<file path="config.mk">
export PLATFORM = sky130hd
export DESIGN_NAME = mem_be_ctrl_flat
export DESIGN_NICKNAME = d
export VERILOG_FILES = /design/src/rtl/mem_be_ctrl_if.sv /design/src/rtl/mem_be_ctrl.sv /design/src/flat_wrapper.sv
export SDC_FILE = /design/constraint.sdc
export NUM_CORES = 1
export LEC_CHECK = 0
export CORE_MARGIN = 5
export CORE_UTILIZATION = 55
export DETAILED_ROUTE_END_ITERATION = 10
export HOLD_SLACK_MARGIN = 0.1
export PLACE_DENSITY_LB_ADDON = 0.15
export REMOVE_ABC_BUFFERS = 1
export SYNTH_ARGS = -nofsm -noshare
export SYNTH_HDL_FRONTEND = slang
export SYNTH_SLANG_ARGS = --single-unit
</file>
<file path="constraint.sdc">
create_clock -name clk -period 2.55 [get_ports clk]
set_input_delay 0.3825 -clock clk [delete_from_list [all_inputs] [get_ports clk]]
set_output_delay 0.3825 -clock clk [all_outputs]
set_load 0.02 [all_outputs]
</file>
<file path="src/rtl/mem_be_ctrl_if.sv">
// Request/response bus for mem_be_ctrl: one request channel
// (valid/ready handshake) and one strobed response channel.
interface mem_be_ctrl_if #(
  parameter int WIDTH = 16,
  parameter int DEPTH = 24
);
  localparam int ADDR_WIDTH = $clog2(DEPTH);

  logic                    valid;
  logic                    ready;
  logic                    wr_rd;
  logic [ADDR_WIDTH-1:0]   addr;
  logic [WIDTH-1:0]        wdata;
  logic [WIDTH/8-1:0]      be;
  logic [WIDTH-1:0]        rdata;
  logic                    rvalid;
  logic                    err;
  logic                    parity_err;

  modport master (
    output valid, wr_rd, addr, wdata, be,
    input  ready, rdata, rvalid, err, parity_err
  );

  modport slave (
    input  valid, wr_rd, addr, wdata, be,
    output ready, rdata, rvalid, err, parity_err
  );
endinterface

</file>
<file path="src/rtl/mem_be_ctrl.sv">
// mem_be_ctrl: single-port word memory with byte-enable writes and a
// fixed-latency read path.
//  - Writes complete in IDLE at the accepting edge, one per cycle.
//  - Reads park the FSM in RD_WAIT for RD_LAT cycles; the response
//    (rvalid/rdata/err/parity_err) is a registered one-cycle strobe.
//  - Addresses >= DEPTH never touch memory and raise a one-cycle err.
//  - Reset clears the whole array, so contents are known after release.
// Optional feature: define MEM_PARITY_EN to store one even-parity bit
// per byte and flag mismatches on the read response (parity_err).
module mem_be_ctrl #(
  parameter int WIDTH  = 16,
  parameter int DEPTH  = 24,
  parameter int RD_LAT = 2
) (
  input  logic         clk,
  input  logic         rst,
  mem_be_ctrl_if.slave bus
);

  localparam int ADDR_WIDTH = $clog2(DEPTH);
  localparam int NB         = WIDTH / 8;
  localparam int CNT_W      = 3;

  // One extra bit so the compare also works when DEPTH is a power of two.
  localparam logic [ADDR_WIDTH:0] DEPTH_L  = (ADDR_WIDTH + 1)'(DEPTH);
  // Counter runs RD_LAT-1 .. 0 while in RD_WAIT; response fires at 0.
  localparam logic [CNT_W-1:0]    CNT_LOAD = CNT_W'(RD_LAT - 1);

  typedef enum logic [0:0] {
    IDLE    = 1'b0,
    RD_WAIT = 1'b1
  } state_t;

  state_t                state_r;
  state_t                state_nxt_s;
  logic [CNT_W-1:0]      cnt_r;
  logic [CNT_W-1:0]      cnt_nxt_s;
  logic [ADDR_WIDTH-1:0] addr_r;

  logic [WIDTH-1:0]      mem_r [DEPTH];

  logic                  rvalid_r;
  logic                  err_r;
  logic                  parity_err_r;
  logic [WIDTH-1:0]      rdata_r;

  logic                  accept_s;
  logic                  req_in_range_s;
  logic                  rd_in_range_s;
  logic                  wr_fire_s;
  logic                  wr_oor_s;
  logic                  rd_start_s;
  logic                  rd_done_s;
  logic [WIDTH-1:0]      rd_word_s;
  logic                  rd_perr_s;

  // Request decode: a request is taken only while the FSM sits in IDLE.
  assign bus.ready      = (state_r == IDLE);
  assign accept_s       = bus.valid && (state_r == IDLE);
  assign req_in_range_s = ({1'b0, bus.addr} < DEPTH_L);
  assign rd_in_range_s  = ({1'b0, addr_r} < DEPTH_L);
  assign wr_fire_s      = accept_s && bus.wr_rd && req_in_range_s;
  assign wr_oor_s       = accept_s && bus.wr_rd && !req_in_range_s;
  assign rd_start_s     = accept_s && !bus.wr_rd;
  assign rd_done_s      = (state_r == RD_WAIT) && (cnt_r == {CNT_W{1'b0}});

  // Registered response strobes drive the bus directly.
  assign bus.rvalid     = rvalid_r;
  assign bus.rdata      = rdata_r;
  assign bus.err        = err_r;
  assign bus.parity_err = parity_err_r;

  // Next-state and latency-counter logic.
  always_comb begin
    state_nxt_s = state_r;
    cnt_nxt_s   = cnt_r;
    case (state_r)
      IDLE: begin
        if (rd_start_s) begin
          state_nxt_s = RD_WAIT;
          cnt_nxt_s   = CNT_LOAD;
        end else begin
          state_nxt_s = IDLE;
          cnt_nxt_s   = {CNT_W{1'b0}};
        end
      end
      RD_WAIT: begin
        if (cnt_r == {CNT_W{1'b0}}) begin
          state_nxt_s = IDLE;
          cnt_nxt_s   = {CNT_W{1'b0}};
        end else begin
          state_nxt_s = RD_WAIT;
          cnt_nxt_s   = cnt_r - {{(CNT_W-1){1'b0}}, 1'b1};
        end
      end
      default: begin
        state_nxt_s = IDLE;
        cnt_nxt_s   = {CNT_W{1'b0}};
      end
    endcase
  end

  // FSM state, latency counter and captured read address.
  always_ff @(posedge clk or negedge rst) begin
    if (!rst) begin
      state_r <= IDLE;
      cnt_r   <= {CNT_W{1'b0}};
      addr_r  <= {ADDR_WIDTH{1'b0}};
    end else begin
      state_r <= state_nxt_s;
      cnt_r   <= cnt_nxt_s;
      if (rd_start_s) begin
        addr_r <= bus.addr;
      end
    end
  end

  // Data array: cleared on reset, byte-merged on in-range writes.
  always_ff @(posedge clk or negedge rst) begin
    if (!rst) begin
      for (int i = 0; i < DEPTH; i++) begin
        mem_r[i] <= {WIDTH{1'b0}};
      end
    end else if (wr_fire_s) begin
      for (int k = 0; k < NB; k++) begin
        if (bus.be[k]) begin
          mem_r[bus.addr][8*k +: 8] <= bus.wdata[8*k +: 8];
        end
      end
    end
  end

  // Read word at the response edge; out-of-range reads return zero.
  always_comb begin
    rd_word_s = {WIDTH{1'b0}};
    if (rd_in_range_s) begin
      rd_word_s = mem_r[addr_r];
    end else begin
      rd_word_s = {WIDTH{1'b0}};
    end
  end

`ifdef MEM_PARITY_EN
  // Even parity per byte: the stored bit equals the XOR of its byte.
  function automatic logic [NB-1:0] byte_parity(input logic [WIDTH-1:0] d);
    logic [NB-1:0] p;
    p = {NB{1'b0}};
    for (int k = 0; k < NB; k++) begin
      p[k] = ^d[8*k +: 8];
    end
    return p;
  endfunction

  logic [DEPTH-1:0][NB-1:0] par_mem_r;
  logic [NB-1:0]            wr_par_s;

  assign wr_par_s = byte_parity(bus.wdata);

  // Parity array: each bit is written together with its byte.
  always_ff @(posedge clk or negedge rst) begin
    if (!rst) begin
      par_mem_r <= {(DEPTH*NB){1'b0}};
    end else if (wr_fire_s) begin
      for (int k = 0; k < NB; k++) begin
        if (bus.be[k]) begin
          par_mem_r[bus.addr][k] <= wr_par_s[k];
        end
      end
    end
  end

  // Recompute parity of the read word and compare with the stored bits.
  always_comb begin
    rd_perr_s = 1'b0;
    if (rd_in_range_s) begin
      rd_perr_s = (byte_parity(rd_word_s) != par_mem_r[addr_r]);
    end else begin
      rd_perr_s = 1'b0;
    end
  end
`else
  assign rd_perr_s = 1'b0;
`endif

  // Response strobes: each is high for exactly one cycle, rdata is zero otherwise.
  always_ff @(posedge clk or negedge rst) begin
    if (!rst) begin
      rvalid_r     <= 1'b0;
      rdata_r      <= {WIDTH{1'b0}};
      err_r        <= 1'b0;
      parity_err_r <= 1'b0;
    end else begin
      rvalid_r     <= rd_done_s;
      rdata_r      <= rd_done_s ? rd_word_s : {WIDTH{1'b0}};
      err_r        <= wr_oor_s || (rd_done_s && !rd_in_range_s);
      parity_err_r <= rd_done_s && rd_perr_s;
    end
  end

endmodule

</file>
<file path="src/flat_wrapper.sv">
// flat-port wrapper written by rule: the top's interface ports become plain ports
module mem_be_ctrl_flat 
#(
  parameter int WIDTH  = 16,
  parameter int DEPTH  = 24,
  parameter int RD_LAT = 2
)
  (clk, rst, bus_valid, bus_wr_rd, bus_addr, bus_wdata, bus_be, bus_ready, bus_rdata, bus_rvalid, bus_err, bus_parity_err);
  mem_be_ctrl_if #(.WIDTH(WIDTH), .DEPTH(DEPTH)) bus_i ();
  input  logic clk;
  input  logic rst;
  input wire logic [$bits(bus_i.valid)-1:0] bus_valid;
  input wire logic [$bits(bus_i.wr_rd)-1:0] bus_wr_rd;
  input wire logic [$bits(bus_i.addr)-1:0] bus_addr;
  input wire logic [$bits(bus_i.wdata)-1:0] bus_wdata;
  input wire logic [$bits(bus_i.be)-1:0] bus_be;
  output wire logic [$bits(bus_i.ready)-1:0] bus_ready;
  output wire logic [$bits(bus_i.rdata)-1:0] bus_rdata;
  output wire logic [$bits(bus_i.rvalid)-1:0] bus_rvalid;
  output wire logic [$bits(bus_i.err)-1:0] bus_err;
  output wire logic [$bits(bus_i.parity_err)-1:0] bus_parity_err;
  assign bus_i.valid = bus_valid;
  assign bus_i.wr_rd = bus_wr_rd;
  assign bus_i.addr = bus_addr;
  assign bus_i.wdata = bus_wdata;
  assign bus_i.be = bus_be;
  assign bus_ready = bus_i.ready;
  assign bus_rdata = bus_i.rdata;
  assign bus_rvalid = bus_i.rvalid;
  assign bus_err = bus_i.err;
  assign bus_parity_err = bus_i.parity_err;
  mem_be_ctrl #(.WIDTH(WIDTH), .DEPTH(DEPTH), .RD_LAT(RD_LAT)) u_core (.clk(clk), .rst(rst), .bus(bus_i));
endmodule
</file>
# Word-level counts from Yosys, hierarchy flattened
# Index checks and enable logic that the tools add are counted.
# W data, S select, Z words.
# totals
reg_bits	411
input_bits	27
output_inout_bits	20
word_cells	72
# classes
add_sub_neg	1
n_lt_le_gt_ge	5
mux	20
bitwise_logic	3
n_reduce_logical	13
# op_table
cell	count
$mux W384	3
$bwmux W384	2
$demux W16 S5	2
$bmux W16 S5	1
$mux W16	5
$ge A6 B6 Y1 const B	2
$not A5 Y6	2
$lt A5 B5 Y1 const B	2
$logic_and A1 B1 Y1	8
$mux W8	1
$lt A6 B1 Y1 const B	1
$pmux W3 S2	1
$logic_not A1 Y1	3
$logic_not A3 Y1	1
$mux W1	3
$mux W3	1
$sub A3 B1 Y3 const B	1
$pmux W1 S2	1
$logic_or A1 B1 Y1	1
$not A1 Y1	1

# Logic depth before layout (Yosys ltp)
# logic_depth
ltp_word	10
ltp_mapped	7
ltp_nobuf	4

# Worst setup path after synthesis
# No wires, ideal clock.
# synth_timing
path_type	input -> register
startpoint	input bus_addr[3]
endpoint	register u_core.mem_r[104] (netlist name)
setup_ps	125
arrival_ps	1745
required_time_ps	2425
path_slack_ps	680
path_stages	5
path_buffers	2
cell_sequence	buf_6 or3b_2 buf_6 nor2_2 mux2_2
# synth_via
elab_chain_len	7
word_cells_on_any_way	14
cone_classes	order compare (3); mux (8); bitwise (1); reduce/logical (2)
# synth_lines
element	line_no	text
start, declared	flat_wrapper.sv:14	input wire logic [$bits(bus_i.addr)-1:0] bus_addr;
$not A5 Y6 (not written as such)	mem_be_ctrl.sv:127	mem_r[bus.addr][8*k +: 8] <= bus.wdata[8*k +: 8];
$ge A6 B6 Y1 (not written as such), or another cell as far along	mem_be_ctrl.sv:127	
$logic_and A1 B1 Y1 (not written as such) / $bwmux W384 (equally long branches)	mem_be_ctrl.sv:127	
$mux W16 (not written as such) / $mux W384 (equally long branches)	mem_be_ctrl.sv:127, mem_be_ctrl.sv:126	
$demux W16 S5 / $mux W384 (equally long branches)	mem_be_ctrl.sv:127, mem_be_ctrl.sv:124	
$bwmux W384	mem_be_ctrl.sv:127	
$mux W384	mem_be_ctrl.sv:126	if (bus.be[k]) begin
end signal, assigned by index	mem_be_ctrl.sv:122	mem_r[i] <= {WIDTH{1'b0}};
end signal, assigned by index	mem_be_ctrl.sv:127	
end, declared	mem_be_ctrl.sv:40	logic [WIDTH-1:0] mem_r [DEPTH];
# Several ways; a longest one is shown, not always the timed one. The select of a mux whose other input is x is not followed.
# A chain may end at the register's enable or synchronous reset.

# Worst setup path after layout
# layout_timing
startpoint	register u_core.addr_r[2]
endpoint	register u_core.rdata_r[8], in the netlist u_core.bus.rdata[8]
# layout_via
elab_chain_len	6
word_cells_on_any_way	7
cone_classes	order compare (1); mux (5); bitwise (1)
# layout_lines
element	line_no	text
start, declared	mem_be_ctrl.sv:38	logic [ADDR_WIDTH-1:0] addr_r;
start signal, assigned	mem_be_ctrl.sv:108	addr_r <= {ADDR_WIDTH{1'b0}};
start signal, assigned	mem_be_ctrl.sv:113	addr_r <= bus.addr;
$not A5 Y6 (not written as such)	mem_be_ctrl.sv:137	rd_word_s = mem_r[addr_r];
$bmux W16 S5	mem_be_ctrl.sv:137	
$mux W16 (not written as such) (2 in a row)	mem_be_ctrl.sv:137	
$mux W16 *	mem_be_ctrl.sv:136	if (rd_in_range_s) begin
$mux W16 *	mem_be_ctrl.sv:194	rdata_r <= rd_done_s ? rd_word_s : {WIDTH{1'b0}};
end signal, assigned	mem_be_ctrl.sv:189	rdata_r <= {WIDTH{1'b0}};
end signal, assigned	mem_be_ctrl.sv:194	
end, declared	mem_be_ctrl.sv:45	logic [WIDTH-1:0] rdata_r;
# Every way passes the cells marked *; elsewhere a longest branch is shown, timed or not. The select of a mux whose other input is x is not followed.

==> impl_metrics.py <==
metrics = {
    "status": {
        "status": "complete, no violations",
    },
    "floorplan": {
        "die_y_um": 193,
        "core-area_um2": 32700,
        "rows": 66,
        "initial_core_util": 0.561,
        "io-pin-count": 47,
        "die_w_um": 193,
        "die_area_um2": 37100,
    },
    "synth": {
        "ys_types": 41,
        "avgSynthCellArea_um2": 15.9,
        "synth-seq-cells": 411,
        "synth-edff-count": 0,
        "ys_async_sr_fraction": 1.00,
        "synth_seq_area_share": 0.560,
        "synth_cells": 1155,
        "ys.flop_type": "dfrtp_1",
        "synth-warning-count": 0,
        "mappedNetlistArea_um2": 18400,
    },
    "grt": {
        "grt_max_degree": 87,
        "overflow": 0,
        "use_met1": 0.352,
        "first_global_vias": 11600,
        "gr-usage-all-layers": 0.239,
        "met3_usage": 0.0402,
        "grt_use_met2": 0.381,
        "busiest_layer": "met2",
        "grt_pass1_wl_um": 68200,
        "antenna_found_initial": 1,
    },
    "clock_tree": {
        "clk_latency_ns": 0.54,
        "cts_num_sinks": 411,
        "post_cts_resized": 0,
        "clk_pin_slew_ns": 0.06,
        "ctsHtreeMaxLevel": 2,
        "cts_tree": "built",
        "cts_buffers": 44,
        "root_buffer": "clkbuf_16",
        "cts_buffer_depth": 3,
    },
    "worst_setup_path": {
        "crit_arrival_ns": 2.65,
        "crit_path_top_delay_cell": "dfrtp_4",
        "reg2reg_slack_ns": 0.29,
        "critPathCaptureType": "register",
        "r2r_end": "u_core.bus.rdata[8]",
        "reg2reg_depth": 4,
        "cp_max_fo": 27,
        "crit_chain": "buf_4, mux4_2, o22ai_1, nor3_1",
        "crit_buf_inv": 1,
        "max_stage_delay_ns": 0.74,
        "path_class": "reg -> reg",
        "worstSetupStartpointType": "register",
        "required_ns": 2.95,
        "timing.rr.start": "u_core.addr_r[2]",
        "path_delay_family": "flip-flops",
    },
    "routing": {
        "vias": 10500,
        "wl_um": 42400,
        "drt-initial-drc-count": 565,
        "avgRoutedWirePerCell_um": 24.2,
        "drtAntennaViolNets": 0,
        "firstDrtPassIters": 5,
        "drc": 0,
        "via_per_inst": 6.02,
    },
    "timing": {
        "relSlewSlack": 0.381,
        "clock.fmax_ghz": 0.443,
        "period_minus_slack_ns": 2.26,
        "rsz0062_at_grt": "false",
        "whs_ns": 0.326,
        "post-route-period-util": 0.884,
        "fin_setup_tns_ns": 0,
        "tightest_slew_ns": 0.925,
        "fin_worst_skew_ns": 0.0198,
        "final-setup-viol-count": 0,
        "hold_violations": 0,
        "finalMaxSlewViolations": 0,
        "layout_setup_ws_ns": 0.295,
    },
    "place": {
        "gp_congestion": 0.790,
        "dp.cells": 1672,
        "pre_cts_ws_ns": 0.0541,
        "portBuffers": 45,
        "dpl.hpwl_um": 27800,
        "place_area_um2": 20100,
    },
    "min_path": {
        "hold_path_class": "in -> async",
    },
    "pwr": {
        "vdd_ir_drop_max_mv": 0.457,
        "power_mw": 15.8,
        "p_per_area_nw_per_um2": 731,
        "p_leak_nw": 10.1,
    },
    "final_layout": {
        "final_common_cell": "dfrtp_1",
        "nets": 1304,
        "diodes": 0,
        "areaGrowthSynthToFinish_pct": 17.6,
        "stdcell_count": 1752,
        "fin_util": 0.660,
        "final_cell_mix": "407 x dfrtp_1, 388 x mux2_2, 96 x mux4_2",
        "drive_gt1_frac": 0.554,
        "design_area_um2": 21600,
    },
    "run": {
        "drv_cap": 0,
    },
}
-- report_power, final --
part / switching, mW / internal, mW / leakage (nW)
sequential: 0.309 / 6.92 / 5.64
combinational: 1.10 / 1.07 / 3.78
clock: 2.53 / 3.84 / 0.718
-- timing repair --
item,4_1_cts,5_1_grt
hold endpoints to repair,87,0
buffers inserted,0,0
hold buffers,1,0
-- layout make-up --
type / count / area, um^2
Timing Repair Buffer: 150 / 1560
Fill cell: 2374 / 11100
Sequential cell: 411 / 10300
Multi-Input combinational cell: 666 / 7690
Clock buffer: 66 / 1310
Tap cell: 442 / 553
Clock inverter: 13 / 150
Inverter: 4 / 15.0
-- routing by layer --
layer	vias up	wire, um
met5	-	12
met4	2	832
met3	63	1940
met2	212	20200
met1	5692	19300
li1	4571	-
-- registers in the layout, summed over array words and instances (netlist names) --
signal	flops
u_core.mem_r	384
u_core.bus.rdata	16
u_core.addr_r	5
u_core.cnt_r	3
u_core.bus.err	1
u_core.bus.rvalid	1
u_core.state_r	1
-- worst max path at each step --
stage,startpoint,end,slack (ns),cells after the start
floorplan,u_core.addr_r[1],u_core.bus.rdata[0],-1.32,3
global placement,bus_wr_rd,u_core.mem_r[333],0.08,7
detailed placement,bus_addr[4],u_core.mem_r[77],0.05,5
CTS,u_core.addr_r[2],u_core.bus.rdata[8],0.23,4
global route,u_core.addr_r[2],u_core.bus.rdata[8],0.15,4
finish,u_core.addr_r[2],u_core.bus.rdata[8],0.29,4
-- cells by family after synthesis --
family / synth area share
buf+inv: 0.0202
other cells: 0.000204
flops: 0.560
mux: 0.356
compound gates: 0.0225
simple gates: 0.0407
-- synth_stat cells, types with 2 or more instances --
cell type	instances	share of area
nand3_1	3	0.00082
o22a_1	12	0.0057
buf_1	2	0.00041
nor2_2	48	0.016
mux2_2	388	0.24
nor3_1	13	0.0035
nand4_2	8	0.0055
buf_2	16	0.0044
or3b_2	4	0.0019
dfrtp_1	411	0.56
buf_4	11	0.0045
o22ai_1	27	0.0092
nand2_1	11	0.0023
buf_6	2	0.0012
mux4_2	96	0.12
nor2b_1	2	0.00068
o211ai_1	3	0.0012
nand3b_1	2	0.00082
o21ai_0	13	0.0035
inv_1	4	0.00082
nor2_1	11	0.0023
or2_2	2	0.00068
nor4_1	7	0.0024
clkbuf_1	42	0.0086
Power figures use the tool's default switching activity.
